File: config.mk
export PLATFORM = sky130hd
export DESIGN_NAME = decode_ctrl_stage
export DESIGN_NICKNAME = d
export VERILOG_FILES = /design/src/rtl/decode_ctrl_stage.sv
export SDC_FILE = /design/constraint.sdc
export NUM_CORES = 1
export LEC_CHECK = 0
export BUFFER_PORTS_ARGS = -buffer_cell sky130_fd_sc_hd__buf_2
export CAP_MARGIN = 20
export CELL_PAD_IN_SITES_DETAIL_PLACEMENT = 1
export CELL_PAD_IN_SITES_GLOBAL_PLACEMENT = 2
export CORE_UTILIZATION = 28
export CTS_CLUSTER_DIAMETER = 200
export DETAILED_ROUTE_END_ITERATION = 7
export PLACE_DENSITY = 0.84
export SYNTH_ARGS = -nofsm -noshare
export SYNTH_HDL_FRONTEND = slang
export SYNTH_SLANG_ARGS = --single-unit
File: constraint.sdc
create_clock -name clk -period 3.2 [get_ports clk]
set_clock_uncertainty 0.2 [all_clocks]
set_input_delay 0.32 -clock clk [delete_from_list [all_inputs] [get_ports clk]]
set_output_delay 0.32 -clock clk [all_outputs]
set_load 0.1 [all_outputs]
File: src/rtl/decode_ctrl_stage.sv
// Registered ID stage: decodes a MIPS32 instruction into a 16-bit control bundle and
// holds HI/LO-dependent instructions while a multiply/divide is still in flight.
module decode_ctrl_stage #(
    parameter int MUL_LAT = 2,
    parameter int DIV_LAT = 33,
    parameter int CNT_W   = 6
) (
    input  logic        clk,
    input  logic        resetn,
    input  logic        instr_valid_i,
    input  logic [31:0] instr_i,
    input  logic [31:0] pc_i,
    output logic        ready_o,
    input  logic        flush_i,
    input  logic        ex_ready_i,
    output logic        valid_o,
    output logic [31:0] pc_o,
    output logic [15:0] ctrl_o,
    output logic [4:0]  rs_o,
    output logic [4:0]  rt_o,
    output logic [4:0]  dst_o,
    output logic [31:0] imm_o,
    output logic        ri_o,
    output logic        hilo_busy_o
);

    localparam logic [CNT_W-1:0] MUL_LOAD = CNT_W'(MUL_LAT);
    localparam logic [CNT_W-1:0] DIV_LOAD = CNT_W'(DIV_LAT);
    localparam logic [CNT_W-1:0] CNT_ONE  = {{(CNT_W-1){1'b0}}, 1'b1};

    logic [5:0]  opcode, funct;
    logic        reg_write, mem_read, mem_write, mem_to_reg, alu_a_sa, alu_b_imm;
    logic        dst_is_rd, jump, branch, link, hilo_write, eret, hilo_read;
    logic [2:0]  mem_type;
    logic        known, dec_mul, dec_div, zero_ext, lui_ext;
    logic [15:0] dec_ctrl;
    logic [4:0]  dec_dst;
    logic [31:0] dec_imm;
    logic        hilo_mul, hilo_div;
    logic [CNT_W-1:0] cnt;
    logic        hold, fire, accept;

    assign opcode = instr_i[31:26];
    assign funct  = instr_i[5:0];

    always_comb begin
        reg_write  = 1'b0;
        mem_read   = 1'b0;
        mem_write  = 1'b0;
        mem_to_reg = 1'b0;
        alu_a_sa   = 1'b0;
        alu_b_imm  = 1'b0;
        dst_is_rd  = 1'b0;
        jump       = 1'b0;
        branch     = 1'b0;
        link       = 1'b0;
        hilo_write = 1'b0;
        eret       = 1'b0;
        hilo_read  = 1'b0;
        mem_type   = 3'b111;
        known      = 1'b1;
        dec_mul    = 1'b0;
        dec_div    = 1'b0;
        zero_ext   = 1'b0;
        lui_ext    = 1'b0;
        case (opcode)
            6'h00: begin
                case (funct)
                    6'h00, 6'h02, 6'h03: begin
                        reg_write = 1'b1; dst_is_rd = 1'b1; alu_a_sa = 1'b1;
                    end
                    6'h04, 6'h06, 6'h07, 6'h20, 6'h21, 6'h22, 6'h23,
                    6'h24, 6'h25, 6'h26, 6'h27, 6'h2A, 6'h2B: begin
                        reg_write = 1'b1; dst_is_rd = 1'b1;
                    end
                    6'h08: jump = 1'b1;
                    6'h09: begin
                        jump = 1'b1; link = 1'b1; reg_write = 1'b1; dst_is_rd = 1'b1;
                    end
                    6'h0C, 6'h0D: ;
                    6'h10, 6'h12: begin
                        reg_write = 1'b1; dst_is_rd = 1'b1; hilo_read = 1'b1;
                    end
                    6'h11, 6'h13: hilo_write = 1'b1;
                    6'h18, 6'h19: begin hilo_write = 1'b1; dec_mul = 1'b1; end
                    6'h1A, 6'h1B: begin hilo_write = 1'b1; dec_div = 1'b1; end
                    default: known = 1'b0;
                endcase
            end
            // REGIMM: rt selects BLTZ/BGEZ and their linking forms
            6'h01: begin
                case (instr_i[20:16])
                    5'h00, 5'h01: branch = 1'b1;
                    5'h10, 5'h11: begin branch = 1'b1; link = 1'b1; reg_write = 1'b1; end
                    default: known = 1'b0;
                endcase
            end
            6'h02: jump = 1'b1;
            6'h03: begin jump = 1'b1; link = 1'b1; reg_write = 1'b1; end
            6'h04, 6'h05, 6'h06, 6'h07: branch = 1'b1;
            6'h08, 6'h09, 6'h0A, 6'h0B: begin reg_write = 1'b1; alu_b_imm = 1'b1; end
            6'h0C, 6'h0D, 6'h0E: begin
                reg_write = 1'b1; alu_b_imm = 1'b1; zero_ext = 1'b1;
            end
            6'h0F: begin reg_write = 1'b1; alu_b_imm = 1'b1; lui_ext = 1'b1; end
            6'h10: begin
                if (instr_i[25] && funct == 6'h18) eret = 1'b1;
                else known = 1'b0;
            end
            6'h20, 6'h21, 6'h23, 6'h24, 6'h25: begin
                reg_write = 1'b1; mem_read = 1'b1; mem_to_reg = 1'b1; alu_b_imm = 1'b1;
                case (opcode)
                    6'h20:   mem_type = 3'b100;
                    6'h21:   mem_type = 3'b101;
                    6'h24:   mem_type = 3'b000;
                    6'h25:   mem_type = 3'b001;
                    default: mem_type = 3'b010;
                endcase
            end
            6'h28, 6'h29, 6'h2B: begin
                mem_write = 1'b1; alu_b_imm = 1'b1;
                case (opcode)
                    6'h28:   mem_type = 3'b000;
                    6'h29:   mem_type = 3'b001;
                    default: mem_type = 3'b010;
                endcase
            end
            default: known = 1'b0;
        endcase
    end

    // A reserved instruction travels as a bubble with an all-zero bundle
    assign dec_ctrl = known ? {mem_type, hilo_read, eret, hilo_write, link, branch, jump,
                               dst_is_rd, alu_b_imm, alu_a_sa, mem_to_reg, mem_write,
                               mem_read, reg_write} : 16'h0000;

    assign dec_dst = (dec_ctrl[9] && !dec_ctrl[6]) ? 5'd31 :
                     dec_ctrl[6] ? instr_i[15:11] : instr_i[20:16];

    assign dec_imm = lui_ext  ? {instr_i[15:0], 16'h0000} :
                     zero_ext ? {16'h0000, instr_i[15:0]} :
                                {{16{instr_i[15]}}, instr_i[15:0]};

    assign hold        = valid_o & (ctrl_o[10] | ctrl_o[12]) & (cnt != '0);
    assign fire        = valid_o & ex_ready_i & ~hold;
    assign ready_o     = ~flush_i & (~valid_o | fire);
    assign accept      = instr_valid_i & ready_o;
    assign hilo_busy_o = (cnt != '0);

    always_ff @(posedge clk or negedge resetn) begin
        if (!resetn) begin
            valid_o  <= 1'b0;
            pc_o     <= '0;
            ctrl_o   <= '0;
            rs_o     <= '0;
            rt_o     <= '0;
            dst_o    <= '0;
            imm_o    <= '0;
            ri_o     <= 1'b0;
            hilo_mul <= 1'b0;
            hilo_div <= 1'b0;
        end else if (flush_i) begin
            valid_o <= 1'b0;
        end else if (accept) begin
            valid_o  <= 1'b1;
            pc_o     <= pc_i;
            ctrl_o   <= dec_ctrl;
            rs_o     <= instr_i[25:21];
            rt_o     <= instr_i[20:16];
            dst_o    <= dec_dst;
            imm_o    <= dec_imm;
            ri_o     <= ~known;
            hilo_mul <= dec_mul;
            hilo_div <= dec_div;
        end else if (fire) begin
            valid_o <= 1'b0;
        end
    end

    // Flush never clears the counter: the multiply/divide unit finishes regardless
    always_ff @(posedge clk or negedge resetn) begin
        if (!resetn)                cnt <= '0;
        else if (fire && hilo_mul)  cnt <= MUL_LOAD;
        else if (fire && hilo_div)  cnt <= DIV_LOAD;
        else if (cnt != '0)         cnt <= cnt - CNT_ONE;
    end

endmodule
# Yosys cells after proc, flatten, opt, wreduce, memory -nomap -nowiden
# Cells that the tools add are included.
# op_classes
n_addsub,1
reduce_logical,30
bitwise_logic,12
mux,43
eq_ne,54
# ops
cell,count
equality test 6 bit (second input constant),18
equality test 6 x 4 -> 1 bit (second input constant),12
two-way mux 32 bit,2
equality test 6 x 5 -> 1 bit (second input constant),9
equality test 6 x 3 -> 1 bit (second input constant),7
OR reduction 28 bit,1
two-way mux 1 bit,27
equality test 6 x 2 -> 1 bit (second input constant),4
OR reduction 22 bit,1
OR reduction 19 bit,1
two-way mux 6 bit,3
two-way mux 16 bit,1
OR reduction 16 bit,1
OR reduction 14 bit,1
zero test 6 bit,2
case mux 3 bit (4 select lines),1
OR reduction 2 bit,6
equality test 5 bit (second input constant),2
two-way mux 5 bit,2
OR reduction 3 bit,3
OR reduction 4 bit,2
bitwise AND 1 bit,6
equality test 6 x 1 -> 1 bit (second input constant),1
case mux 1 bit (3 select lines),2
16 further kinds,25
# totals
in_bits,69
reg_bits,105
output_inout_bits,99

# Logic depth before layout (Yosys ltp)
# logic_depth
depth_word,10
depth_mapped,9
depth_no_buf,7

# Least setup slack after synthesis
# OpenSTA, ideal clock, no wires.
# synth_timing
path_type,register to output
startpoint,reg ctrl_o[10]
endpoint,out ready_o
path_stages_with_launch,4
t_arrival_ps,2476
slack_ps,204
required_ps,2680
path_cell_list,dfrtp_1 nor3b_1 a311oi_2 nor2_1
# synth_via
elab_chain_len,7
# synth_rtl
item,line_no,text
"start, declared",18,"output logic [15:0] ctrl_o,"
"start signal, assigned",167,ctrl_o <= dec_ctrl;
bitwise OR 1 bit,144,assign hold = valid_o & (ctrl_o[10] | ctrl_o[12]) & (cnt != '0);
bitwise AND 1 bit (2 in a row),144,
NOT 1 bit,145,assign fire = valid_o & ex_ready_i & ~hold;
bitwise AND 1 bit,145,
bitwise OR 1 bit,146,assign ready_o = ~flush_i & (~valid_o | fire);
bitwise AND 1 bit,146,
"end, declared",13,"output logic ready_o,"
# No other way between the ends.

# Final worst setup path
# layout_timing
startpoint,reg cnt[0]
endpoint,reg ctrl_o[2]
# layout_via
elab_chain_len,8
# layout_rtl
item,line_no,text
"start, declared",40,logic [CNT_W-1:0] cnt;
"start signal, assigned",185,else if (cnt != '0) cnt <= cnt - CNT_ONE;
nonzero test 6 bit,144,
bitwise AND 1 bit,144,
NOT 1 bit,145,
bitwise AND 1 bit,145,
bitwise OR 1 bit,146,
bitwise AND 1 bit,146,
bitwise AND 1 bit,147,assign accept = instr_valid_i & ready_o;
AND reduction 2 bit (no source line),n/a,
# No other way between the ends.
# A chain may end at the register's enable or synchronous reset.

==> run summary <==
CLOCKING
------------------------------------------------------------------------------------------------------
Clk sinks                                                                                          104
CTS tree                                                                                         built
H-tree levels                                                                                        3
Clock transition at the register clock pins on the worst setup and hold paths after CTS          70 ps
Post-cts sizing count                                                                                0
Clock latency at the later pin of the worst-skew pair                                           350 ps
Clock root buffer master                                                                     clkbuf_16
Number of buffers inserted to repair setup after CTS                                                 0
Hold-fix buffers at CTS                                                                             40
Largest buffer count on any clock path                                                               2
Clock buffers created by TritonCTS                                                                   9

YOSYS
------------------------------------------------------------------------------------------------------
Most common flop cell mapped by yosys                                                          dfrtp_1
Most frequent cell after synthesis                                                             nand2_1
Top post-synthesis cells by area                                                          dfrtp_1, nand2_1, a21oi_1
Unique cell type count in the Yosys netlist                                                         47
Post-synth top cells                                                                      nand2_1, dfrtp_1, a21oi_1
Most area-hungry cell type in the Yosys netlist                                                dfrtp_1
Synthesis Warnings                                                                                   0
Post-synthesis cell count                                                                          523
Synth Register Bits                                                                                104
Portion of synthesized cell area occupied by the leading cell type                               56.4%
Number of nets in the synthesized netlist                                                          593
Number of synthesized flops with an enable pin                                                       0
Post-synth design cell area                                                                0.00461 mm2
Async SR Flop Fraction                                                                            100%
Post-synthesis sequential area ratio                                                             56.4%
Average cell area after synthesis                                                             8.82 um2

GRT
------------------------------------------------------------------------------------------------------
Number of global-route vias before repair                                                         4587
Antenna violations before repair                                                                     2
Gr ovfl total                                                                                        0
Global-route wire length before repair                                                         23.4 mm
Overall global routing resource usage                                                            17.8%
Largest net degree at the start of global routing                                                   71

ROUTING
------------------------------------------------------------------------------------------------------
DR WL/cell                                                                                     15.6 um
Detail Route Antenna Nets                                                                            0
Router iterations before antenna repair                                                              4
DR DRC count                                                                                         0
Initial DRC count                                                                                  121
Via-per-instance ratio                                                                            4.68
Total via count after detailed routing                                                            4400
Routed Wire Length                                                                             14.7 mm

TIMING
------------------------------------------------------------------------------------------------------
Shortest clock period the worst path allows after layout                                       2620 ps
Fin. max-slew vios                                                                                   0
Setup TNS after final layout                                                                      0 ps
Final worst-path setup slack                                                                    577 ps
Number of hold violations in the final report                                                        0
Setup repair after global routing missed its margin                                              false
Worst slew margin relative to its limit                                                          40.0%
Transition time at the pin with the least slew margin                                           900 ps
Total setup violations reported at the end of the flow                                               0
Fmax                                                                                           381 MHz
Crit share post-route                                                                            82.0%
Post-Route Hold Slack                                                                          12.5 ps

POWER AND IR DROP
------------------------------------------------------------------------------------------------------
Worst vdd ir                                                                                    296 uV
Reported leakage power                                                                         3.33 nW
Sw power                                                                                     0.00234 W
Power per cell area                                                                         767 mW/mm2
Sequential cell fraction of total power                                                          33.6%
Portion of total power attributed to the clock network                                           24.6%
Power Internal                                                                               0.00258 W
Portion of total power attributed to combinational logic                                         41.8%
Switching power as a share of total power                                                        47.6%

CELLS AND AREA
------------------------------------------------------------------------------------------------------
Sequential cell area                                                                       0.00260 mm2
Area Overhead vs Synth                                                                           39.0%
Net total in the final layout                                                                      788
Area used by multi-input combinational logic                                               0.00185 mm2
Layout filler cell count                                                                          1926
Ratio of cells with drive above 1 in the final layout                                            28.6%
Fraction of the core area covered by cells at the end of the flow                                40.1%

SETUP PATH
------------------------------------------------------------------------------------------------------
Worst-path maximum fanout                                                                           31
Critical path capture point type                                                                  flop
Buffers plus inverters on the worst setup path                                                       2
Endpoint arrival time on the critical path                                                     2670 ps
Startpoint-to-endpoint class of the critical path                                              reg2reg
Slowest stage delay, CP                                                                         610 ps
Kind of cell adding the most delay to the critical path                                   simple AND/OR/NAND/NOR gates
Setup crit start kind                                                                             flop
CP max-delay cell                                                                               or3b_4
Critical path data required time                                                               3240 ps
Critical path cell sequence                                                               inv_1 -> ha_1 -> nor3b_4 -> a311oi_2 -> or3b_4 -> buf_4 -> o41ai_2

FLOORPLAN
------------------------------------------------------------------------------------------------------
Die Area                                                                                    0.0170 mm2
Standard-cell rows                                                                                  46
Io pins                                                                                            168
Die X-Extent                                                                                    130 um
Starting utilization of the core area                                                            28.8%
Core region area                                                                            0.0160 mm2
Die boundary height                                                                             130 um

PLACED DESIGN
------------------------------------------------------------------------------------------------------
Placement Setup Slack                                                                           588 ps
Final Wtd Congestion                                                                             0.775
Detailed Place HPWL                                                                            10.2 mm
IO Port Bufs                                                                                       167

OUTCOME
------------------------------------------------------------------------------------------------------
Run status                                                                                   completed

HOLD PATH
------------------------------------------------------------------------------------------------------
Class of the worst hold path                                                                    in2reg

JOB
------------------------------------------------------------------------------------------------------
Number of max-cap violations                                                                         0

==> flip-flops by register name, indices dropped and copies added, names as in the netlist <==
register  cells
hilo_mul      1
pc_o         32
hilo_div      1
rs_o          5
rt_o          5
dst_o         5
ri_o          1
ctrl_o       15
valid_o       1
imm_o        32
cnt           6
==> stage by stage <==
stage | cell area (um2) | instances | total power, W
final | 6410 | 941 | 0.00492
after global routing | 6410 | 939 | 0.00514
after CTS | 6410 | 939 | 0.00497
after floorplan | 4610 | 523 | 0.00330
after global placement | 5680 | 883 | 0.00367
after detailed placement | 5680 | 883 | 0.00371
==> cells by family (layout without fill, tap and decap cells) <==
group	count (synthesis)	count (layout)	synth area share, %
simple gates	290	290	27.0
xor+xnor	1	1	0.190
other cells	0	2	0
buf+inv	39	239	3.64
fa+ha+maj	1	1	0.271
compound gates	80	80	10.7
flops	104	104	56.4
mux	8	8	1.82
==> tightest hold or removal path, cell delays in order <==
cell and delay, ps:
buf_2 100, nand2_1 50, nand2_1 50
==> power by group through the flow <==
stage / combinational (W) / clock, W / sequential [W]
3_5_place_dp: 0.00203 / 0 / 0.00168
4_1_cts: 0.00207 / 0.00125 / 0.00166
2_1_floorplan: 0.000399 / 0 / 0.00290
6_report: 0.00206 / 0.00121 / 0.00165
3_3_place_gp: 0.00200 / 0 / 0.00167
5_1_grt: 0.00216 / 0.00130 / 0.00168
==> layout make-up <==
type	count	share of cell area [%]
timing repair buffer	217	20.9
clock inverter	6	1.44
sequential	104	40.6
multi-input combinational	380	28.9
tap	216	4.22
antenna	2	0.0781
inverter	6	0.351
clock buffer	10	3.57
==> layout by cell type, fill, tap and decap left out, types with 8 or more instances in the layout <==
master	count
dfrtp_1	104
dlygate4sd3_1	40
nand3_1	20
buf_2	166
a21oi_1	30
nor2_1	23
buf_4	9
nand2_1	210
nor3_1	8
clkbuf_16	9
o21ai_0	27
==> per-layer routing <==
metal | track usage (%) | wire length [um]
met1 | 23.2 | 6540
met2 | 28.5 | 7010
met3 | 4.92 | 974
met4 | 6.02 | 179
met5 | 0 | 10
==> final timing paths <==
check                                           from               endpoint  slack [ps]  depth (start not counted)
worst max-delay path              cnt[0]$_DFFE_PN0P_  ctrl_o[2]$_DFFE_PN0P_         580                          7
worst min-delay path                     instr_i[25]    rs_o[4]$_DFFE_PN0P_          10                          3
worst max register to register    cnt[0]$_DFFE_PN0P_  ctrl_o[2]$_DFFE_PN0P_         580                          7
worst min register to register  imm_o[5]$_DFFE_PN0P_   imm_o[5]$_DFFE_PN0P_         260                          2
max in group asynchronous                     resetn    rt_o[4]$_DFFE_PN0P_        1490                          3
min in group asynchronous                     resetn    valid_o$_DFFE_PN0P_         410                          2
No activity file was read; power rests on OpenSTA's default activity.
